--- config.mk ---
export PLATFORM = sky130hd
export DESIGN_NAME = uart_rx
export DESIGN_NICKNAME = d
export VERILOG_FILES = /design/src/rtl/jsilicon_pkg.sv /design/src/rtl/sync_2ff.sv /design/src/rtl/uart_rx.sv
export SDC_FILE = /design/constraint.sdc
export NUM_CORES = 1
export LEC_CHECK = 0
export ABC_AREA = 0
export BUFFER_PORTS_ARGS = -buffer_cell sky130_fd_sc_hd__buf_2
export CAP_MARGIN = 10
export CORE_MARGIN = 8
export CORE_UTILIZATION = 40
export DETAILED_ROUTE_END_ITERATION = 6
export PLACE_DENSITY = 0.67
export SETUP_SLACK_MARGIN = 0.5
export SLEW_MARGIN = 40
export SYNTH_ARGS = -nofsm -noshare
export SYNTH_HDL_FRONTEND = slang
export SYNTH_SLANG_ARGS = --single-unit
--- constraint.sdc ---
create_clock -name clk -period 2.4 [get_ports clk]
set_input_delay 0.12 -clock clk [delete_from_list [all_inputs] [get_ports clk]]
set_output_delay 0.12 -clock clk [all_outputs]
set_load 0.05 [all_outputs]
--- src/rtl/jsilicon_pkg.sv ---
// Shared definitions for the jsilicon serial path: UART framing constants
// and the receiver state encoding.
package jsilicon_pkg;

  localparam int UART_DATA_BITS    = 8;
  // Shared with the transmitter so both ends run at the same baud rate.
  localparam int UART_CLKS_PER_BIT = 434;

  typedef enum logic [2:0] {
    IDLE,
    START,
    DATA,
    STOP,
    RECOVER
  } rx_state_t;

endpackage

--- src/rtl/sync_2ff.sv ---
// Two-flop synchronizer for bringing an asynchronous pin into the clk domain.
// RESET_VAL is the line's inactive level, so reset releases without a glitch.
module sync_2ff #(
  parameter logic RESET_VAL = 1'b0
) (
  input  logic clk,
  input  logic rst_n,
  input  logic d,
  output logic q
);

  logic meta;

  always_ff @(posedge clk or negedge rst_n) begin
    if (!rst_n) begin
      meta <= RESET_VAL;
      q    <= RESET_VAL;
    end else begin
      meta <= d;
      q    <= meta;
    end
  end

endmodule

--- src/rtl/uart_rx.sv ---
// 8N1 UART receiver feeding the core through a one-entry holding register
// with a valid/ready handshake; flags framing errors and dropped bytes.
module uart_rx
  import jsilicon_pkg::*;
#(
  parameter int CLKS_PER_BIT = UART_CLKS_PER_BIT,
  parameter int CNT_W        = 16
) (
  input  logic                      clk,
  input  logic                      rst_n,
  input  logic                      ena,
  input  logic                      rx,
  output logic [UART_DATA_BITS-1:0] rx_data,
  output logic                      rx_valid,
  input  logic                      rx_ready,
  output logic                      frame_err,
  output logic                      overrun,
  output logic                      busy
);

  localparam int IDX_W = $clog2(UART_DATA_BITS);
  localparam logic [CNT_W-1:0] HALF_CNT = CNT_W'((CLKS_PER_BIT - 1) / 2);
  localparam logic [CNT_W-1:0] FULL_CNT = CNT_W'(CLKS_PER_BIT - 1);
  localparam logic [IDX_W-1:0] LAST_IDX = IDX_W'(UART_DATA_BITS - 1);

  logic                      rx_s;
  rx_state_t                 state;
  logic [CNT_W-1:0]          cnt;
  logic [IDX_W-1:0]          bit_idx;
  logic [UART_DATA_BITS-1:0] shift;
  logic                      good_byte;

  sync_2ff #(.RESET_VAL(1'b1)) u_rx_sync (
    .clk   (clk),
    .rst_n (rst_n),
    .d     (rx),
    .q     (rx_s)
  );

  // Stop bit sampled high on an enabled frame: hand the byte to the holding register.
  assign good_byte = ena && (state == STOP) && (cnt == FULL_CNT) && rx_s;
  assign busy      = (state != IDLE);

  always_ff @(posedge clk or negedge rst_n) begin
    if (!rst_n) begin
      state     <= IDLE;
      cnt       <= '0;
      bit_idx   <= '0;
      shift     <= '0;
      frame_err <= 1'b0;
    end else begin
      frame_err <= 1'b0;
      if (!ena) begin
        state   <= IDLE;
        cnt     <= '0;
        bit_idx <= '0;
      end else begin
        case (state)
          IDLE: begin
            if (!rx_s) begin
              state <= START;
              cnt   <= '0;
            end
          end
          START: begin
            if (cnt == HALF_CNT) begin
              cnt     <= '0;
              bit_idx <= '0;
              state   <= rx_s ? IDLE : DATA;
            end else begin
              cnt <= cnt + 1'b1;
            end
          end
          DATA: begin
            if (cnt == FULL_CNT) begin
              cnt            <= '0;
              shift[bit_idx] <= rx_s;
              if (bit_idx == LAST_IDX) begin
                state <= STOP;
              end else begin
                bit_idx <= bit_idx + 1'b1;
              end
            end else begin
              cnt <= cnt + 1'b1;
            end
          end
          STOP: begin
            if (cnt == FULL_CNT) begin
              cnt <= '0;
              if (rx_s) begin
                state <= IDLE;
              end else begin
                state     <= RECOVER;
                frame_err <= 1'b1;
              end
            end else begin
              cnt <= cnt + 1'b1;
            end
          end
          RECOVER: begin
            if (rx_s) begin
              state <= IDLE;
            end
          end
          default: begin
            state <= IDLE;
            cnt   <= '0;
          end
        endcase
      end
    end
  end

  // A consumer draining the register in the same cycle makes room for the new byte.
  always_ff @(posedge clk or negedge rst_n) begin
    if (!rst_n) begin
      rx_data  <= '0;
      rx_valid <= 1'b0;
      overrun  <= 1'b0;
    end else begin
      overrun <= 1'b0;
      if (good_byte) begin
        if (!rx_valid || rx_ready) begin
          rx_data  <= shift;
          rx_valid <= 1'b1;
        end else begin
          overrun <= 1'b1;
        end
      end else if (rx_valid && rx_ready) begin
        rx_valid <= 1'b0;
      end
    end
  end

endmodule
==> summary.txt, run 1 <==
Synthesis
  – Synth warn: 0
  – Synth top cells by count: 41 x dfrtp_1, 24 x nor2_1, 17 x nand2_1
  – Seq/Total Area, Yosys: 0.495
  – Post-Syn Nets: 213
  – Mapped Cells: roughly 200
  – Synth Area in Compound Gates: 0.0620
  – Synth Area in Simple Gates: 0.248
  – Synthesized-area fraction occupied by adder cells: 0.0287
  – Synth top area cells: dfrtp_1 47%, mux2_2 6.7%, nor2_1 4.1%, nand2_1 2.9%, ha_1 2.9%
  – Mux cell area share after synthesis: 0.104
  – Xor/xnor share of the synthesized area: 0.0362
  – Largest family of logic cells by synthesized area: simple AND/OR/NAND/NOR gates
  – Largest area contributor in the netlist: dfrtp_1
  – Top_reg_cell synth: dfrtp_1
  – Post-Syn Area: 0.00218 sq mm
  – Number of synthesized flops with an enable pin: 0
  – Synth unique cells: 50
  – Yosys top cell area share: 0.471
  – Most common cell in the netlist: dfrtp_1
  – Async set-reset flop share out of synthesis: 1.00
  – Yosys reg bits: 43
  – Mapped Avg Cell Area: 10.7 sq um

Floorplanning
  – Io pins: 17
  – Core ar.: 0.00537 sq mm
  – Die Y: approximately 90 microns
  – Starting Density: 0.406
  – Die Footprint: a little over 0.008 sq mm
  – Horiz. Die Dim: roughly 90 microns
  – Rows: 27

Pwr
  – Combinational power share: 0.227
  – Clock Power Share: 0.320
  – Internal: 0.00123 W
  – Reg power frac: 0.453
  – Leakage: around 1.2 nW
  – P per Cell Area: 667 mW/mm^2
  – Switch Pwr: about 0.00054 W
  – VDD IR max: roughly 500 uV
  – Sw Share: 0.306

Critical path
  – WS Path Type: flip-flop to flip-flop
  – CP max stage delay: between 0.5 and 0.6 ns
  – Slowest cell on the critical path: or4_4
  – Crit path required time: between 2 and 3 ns
  – CP Launch Type: flip-flop
  – Critical-path cell list: or4_4 > nor4_4 > buf_6 > and3b_2 > nand3_1 > mux2_4
  – CP max FO: 5
  – Crit end category: flip-flop
  – Bufs and invs on worst path: 1
  – Crit path arrival time: approximately 2.4 ns
  – Crit-path leading delay family: simple AND/OR/NAND/NOR gates

STA
  – Worst Max-Slew Pin Slew: between 0.5 and 0.6 ns
  – Final hold violations: 0
  – Fin crit period: about 2.2 ns
  – Final worst-path cycle share: 0.902
  – Slew headroom: 0.643
  – Clk_skew: just over 0.006 ns
  – Finish-stage setup viols: 0
  – TNS Setup: 0 ns
  – Fmax: between 400 and 500 MHz
  – RSZ-0062 raised after global routing: true
  – Count of final max-slew check failures: 0

Detailed routing
  – Via/cell ratio: ~5.3
  – Vias: about 1600
  – Routed WL: 4350 microns
  – DRT antenna net count: 0
  – Iter 0 DRT Violations: roughly 110
  – Pre-Repair DR Iteration Count: 4
  – WL/cell: approximately 14 microns
  – DRC: 0

Clock tree
  – TritonCTS buffer count: 5
  – Sink Count: 43
  – Clock root cell: clkbuf_8
  – Clock-pin transition on the worst setup and hold timing paths: about 0.09 ns
  – Worst-skew pair later-pin latency: 0.30 ns
  – Clk buf depth: 2
  – H-Tree Depth: 2
  – TritonCTS clock tree: built

Run
  – MaxCap Viol Count: 0

Final layout
  – Nets: about 250
  – P&R area growth vs syn: 22.3%
  – Cell Count, Final, Fillers Out: roughly 300
  – Share of cells above drive strength 1: 0.335
  – Diode count: 0

Placement
  – Hpwl dp: between 2000 and 3000 microns
  – GP Congestion: slightly above 0.8
  – Port Buf Inserts: 16
  – Inst Count DP: about 290

Status
  – Status: finished, final reports clean

Global route
  – First-pass GRT wire length: around 7300 microns
  – Total global-route track usage: 0.108
  – Vias in the first global route: roughly 1500
  – GRT Residual Overflow: 0
  – Initial antenna violation count: 0
  – Pin count of the biggest net entering global routing: between 40 and 50

Min path
  – Min-Delay Path Class: input pin to flip-flop
registers in the layout (all words and copies together) (netlist names):
register,count
cnt,16
rx_data,8
shift,8
bit_idx,3
state,3
frame_err,1
overrun,1
rx_valid,1
u_rx_sync.meta,1
u_rx_sync.q,1
final cells by class:
type	count	area, sq um
clock buffer	5	68.8
timing repair buffer	32	211
sequential	43	1080
fill	489	2710
clock inverter	3	43.8
multi-input combinational	148	1150
inverter	5	18.8
tap	72	90.1
routing by layer:
layer | global-route usage | vias up | part of all wire
li1 | - | 792 | -
met2 | 0.181 | 31 | 0.48
met1 | 0.129 | 787 | 0.46
met4 | 0.0339 | 0 | 0.011
met3 | 0.0341 | 8 | 0.045
met5 | 0 | - | 0
worst reg2reg max path, delay by kind of cell (launching register included):
family                 cells  cell delay (ns)
AND/OR/NAND/NOR            4             1.18
flip-flops                 1             0.40
multiplexers               1             0.31
buffers and inverters      1             0.17
stage by stage:
| step | power [W] | worst slack [ns] | cell area, sq um | hold WS (ns) | utilization |
|---|---|---|---|---|---|
| finish | 0.00178 | 0.235 | 2670 | 0.112 | 0.496 |
| global route | 0.00186 | 0.155 | 2670 | 0.116 | 0.496 |
| CTS | 0.00173 | 0.232 | 2600 | 0.113 | 0.484 |
| detailed placement | 0.00114 | 0.140 | 2370 | 0.146 | 0.440 |
| global placement | 0.00114 | 0.183 | 2360 | 0.227 | 0.440 |
| floorplan | 0.00109 | 0.171 | 2230 | -0.176 | - |
layout by cell type (no fill, tap or decap), drive strengths merged, types with 2 or more instances in the layout:
cell         Yosys  layout
dfrtp           41      41
buf              4      30
nor2            24      24
nand2           17      17
mux2            16      16
nand3           11      11
nor3b            6       6
inv              5       5
nand3b           5       5
xnor2            5       5
ha               5       5
clkbuf           4       5
nor4             5       5
or3              4       4
xor2             4       4
mux2i            4       4
o21ai            4       4
and3             3       3
nand4            3       3
a21o             3       3
nor3             3       3
and2             2       3
or4              2       2
nor2b            2       2
nand4b           2       2
o211ai           2       2
dlygate4sd3      0       2
dfstp            2       2
clkinv           0       2
power groups by stage:
stage               Combinational (W)  Clock (W)  Sequential (W)
CTS                          0.000348   0.000581        0.000803
global placement             0.000322          0        0.000817
global route                 0.000442   0.000609        0.000809
detailed placement           0.000327          0        0.000817
finish                       0.000403   0.000569        0.000805
floorplan                    0.000293          0        0.000796
repair_timing:
item | in CTS | in global routing
pin swaps | 6 | 8
setup endpoints to repair | 41 | 41
gates cloned | 0 | 1
endpoints found under the hold margin | 42 | 0
hold buffers | 2 | 0
buffers inserted | 6 | 6
gates resized for setup | 10 | 3
final timing paths:
path	start	end	slack, ns	cells after the start
worst max register to register	cnt[10]	shift[6]	0.24	6
worst min register to register	u_rx_sync.meta	u_rx_sync.q	0.36	0
max in group asynchronous	rst_n	u_rx_sync.q	1.69	2
worst max-delay path	cnt[10]	shift[6]	0.24	6
worst min-delay path	ena	bit_idx[0]	0.11	3
min in group asynchronous	rst_n	rx_data[4]	0.34	2
logic make-up after synthesis:
group / count (synthesis)
buffers and inverters: 13
AND/OR/NAND/NOR: 95
AO/OA/AOI/OAI: 18
flip-flops: 43
XOR/XNOR: 9
multiplexers: 20
adder cells (fa/ha/maj): 5
Note: power is estimated with default switching activity, not from simulation.
==> run 2: changes to the inputs <==
--- a/config.mk
+++ b/config.mk
@@ -11,7 +11,7 @@
 export CORE_MARGIN = 8
 export CORE_UTILIZATION = 40
 export DETAILED_ROUTE_END_ITERATION = 6
-export PLACE_DENSITY = 0.67
+export PLACE_DENSITY = 0.65
 export SETUP_SLACK_MARGIN = 0.5
 export SLEW_MARGIN = 40
 export SYNTH_ARGS = -nofsm -noshare
==> constraint.sdc (replaced) <==
create_clock -name clk -period 2.24 [get_ports clk]
set_input_delay 0.112 -clock clk [delete_from_list [all_inputs] [get_ports clk]]
set_output_delay 0.112 -clock clk [all_outputs]
set_load 0.05 [all_outputs]
==> run 2 against run 1 <==
  * Worst setup slack got worse by 0.20 ns
  * Clock power decreased by 8.8%
  * Sequential cell count unchanged
  * First-iteration DRC count decreased by 21%
  * Sequential power increased by 7.2%
  * Global-route usage increased by 1.0 points
  * Critical endpoint is now shift[2]
==> summary.txt, run 2 (synthesis gave the netlist of run 1 again) <==
Critical path
  – CP Launch Type: flip-flop
  – Crit end category: flip-flop
  – WS Path Type: flip-flop to flip-flop
  – Crit path arrival time: between 2 and 2.5 ns
  – CP max FO: 4
  – Crit path required time: 2.43 ns

Detailed routing
  – Pre-Repair DR Iteration Count: 4
  – Iter 0 DRT Violations: between 80 and 90
  – WL/cell: approximately 15 microns
  – DRT antenna net count: 0
  – Routed WL: 4790 microns
  – Vias: around 1700
  – Via/cell ratio: approximately 5.3
  – DRC: 0

Global route
  – Initial antenna violation count: 0
  – Pin count of the biggest net entering global routing: 44
  – First-pass GRT wire length: about 8000 microns
  – Total global-route track usage: 0.119
  – Vias in the first global route: around 1700
  – GRT Residual Overflow: 0

Placement
  – Port Buf Inserts: 16
  – Pre-CTS setup slack: -0.0194 ns
  – GP Congestion: approximately 0.81
  – Inst Count DP: 297
  – Hpwl dp: between 3000 and 4000 microns

STA
  – RSZ-0062 raised after global routing: true
  – Count of final max-slew check failures: 0
  – Fmax: around 450 MHz
  – Worst Max-Slew Pin Slew: about 0.54 ns
  – Hold slack: 0.0894 ns
  – Slew headroom: 0.639
  – Clk_skew: 0.0102 ns
  – Final hold violations: 0
  – Fin crit period: between 2 and 2.5 ns
  – TNS Setup: 0 ns
  – Finish-stage setup viols: 0
  – Final worst-path cycle share: 0.984
  – Slack of the critical path: about 0.036 ns

Clock tree
  – Worst-skew pair later-pin latency: roughly 0.30 ns
  – Sink Count: 43
  – Clock root cell: clkbuf_8
  – TritonCTS clock tree: built
  – TritonCTS buffer count: 5
  – H-Tree Depth: 2
  – Clock-pin transition on the worst setup and hold timing paths: 0.09 ns
  – Clk buf depth: 2

Floorplanning
  – Horiz. Die Dim: around 90 microns
  – Die Y: around 90 microns
  – Die Footprint: roughly 0.0081 sq mm
  – Starting Density: 0.406
  – Core ar.: between 0.005 and 0.006 sq mm
  – Io pins: 17
  – Rows: 27

Final layout
  – Sequential Area: about 0.0011 sq mm
  – Biggest register: cnt
  – Commonest non-fill, non-tap cell in the layout: dfrtp_1
  – P&R area growth vs syn: 26.2%
  – Largest regs: cnt (16), rx_data (8), shift (8)
  – Filler cell count: around 500
  – Share of cells above drive strength 1: 0.354
  – Most frequent cells in the layout: 41 x dfrtp_1, 22 x nor2_1, 17 x nand2_1
  – Diode count: 0
  – Nets: 249
  – Multi-input gate area: 0.00123 sq mm
  – Cell Count, Final, Fillers Out: ~310
  – Max FFs per register: 16

Pwr
  – VDD IR max: 450 uV
  – P per Cell Area: slightly below 700 mW/mm^2
  – Total power: between 0.0015 and 0.002 W
  – Leakage: about 1.2 nW

Run
  – MaxCap Viol Count: 0

Status
  – Status: finished, final reports clean

Min path
  – Min-Delay Path Class: input pin to flip-flop
[run 2: changes by cell type in the layout (fill, tap and decap cells not counted), sizes merged]
cell	before	now
o22a	1	2
clkinv	2	0
buf	30	33
clkinvlp	0	2
inv	5	6
bufinv	1	0
[run 2: cell type report]
type	count	share of cell area
inverters	5	0.00682
clock inverters	3	0.00864
repair buffers	35	0.0878
multi-input cells	149	0.447
flip-flops and latches	43	0.392
well taps	72	0.0327
clock buffers	5	0.0250
[run 2: path summary, 6_finish.rpt]
path	startpoint	endpoint	depth (start not counted)	slack, ns
setup / recovery	cnt[11]	shift[2]	6	0.04
hold / removal	ena	state[0]	2	0.09
setup reg to reg	cnt[11]	shift[2]	6	0.04
hold reg to reg	u_rx_sync.meta	u_rx_sync.q	0	0.36
max in group asynchronous	rst_n	u_rx_sync.meta	3	1.37
min in group asynchronous	rst_n	rx_data[4]	2	0.33
[run 2: timing repair]
| item | CTS | global route |
|---|---|---|
| pin swaps | 14 | 3 |
| hold buffers | 2 | 0 |
| hold endpoints to repair | 42 | 0 |
| buffers inserted | 2 | 1 |
| endpoints found under the setup margin | 41 | 41 |
| cloned | 1 | 1 |
| gates resized for setup | 15 | 17 |
[run 2: through the flow]
stage,area [sq um],util
4_1_cts,2670,0.496
2_1_floorplan,2230,-
3_3_place_gp,2450,0.457
3_5_place_dp,2460,0.457
5_1_grt,2750,0.512
6_report,2750,0.512
[run 2: critical path, cell delays in order, from the launching register on]
cell	delay [ns]
dfrtp_1	0.39
or4_4	0.59
nor4_4	0.27
buf_4	0.19
and3b_2	0.24
nand3b_1	0.11
mux2_4	0.32
[run 2: report_power, final]
group          internal [W]  switching, W  total [W]  leakage, nW
clock network      0.000223      0.000296   0.000519       0.0408
logic              0.000196      0.000272   0.000468        0.607
registers          0.000808     0.0000556   0.000863        0.591
[run 2: routing by layer]
| layer | track usage | wire, microns | up-vias |
|---|---|---|---|
| met4 | 0.0451 | 78 | 0 |
| met5 | 0 | 0 | - |
| met2 | 0.201 | 2360 | 31 |
| li1 | - | - | 799 |
| met3 | 0.0324 | 213 | 9 |
| met1 | 0.140 | 2140 | 826 |
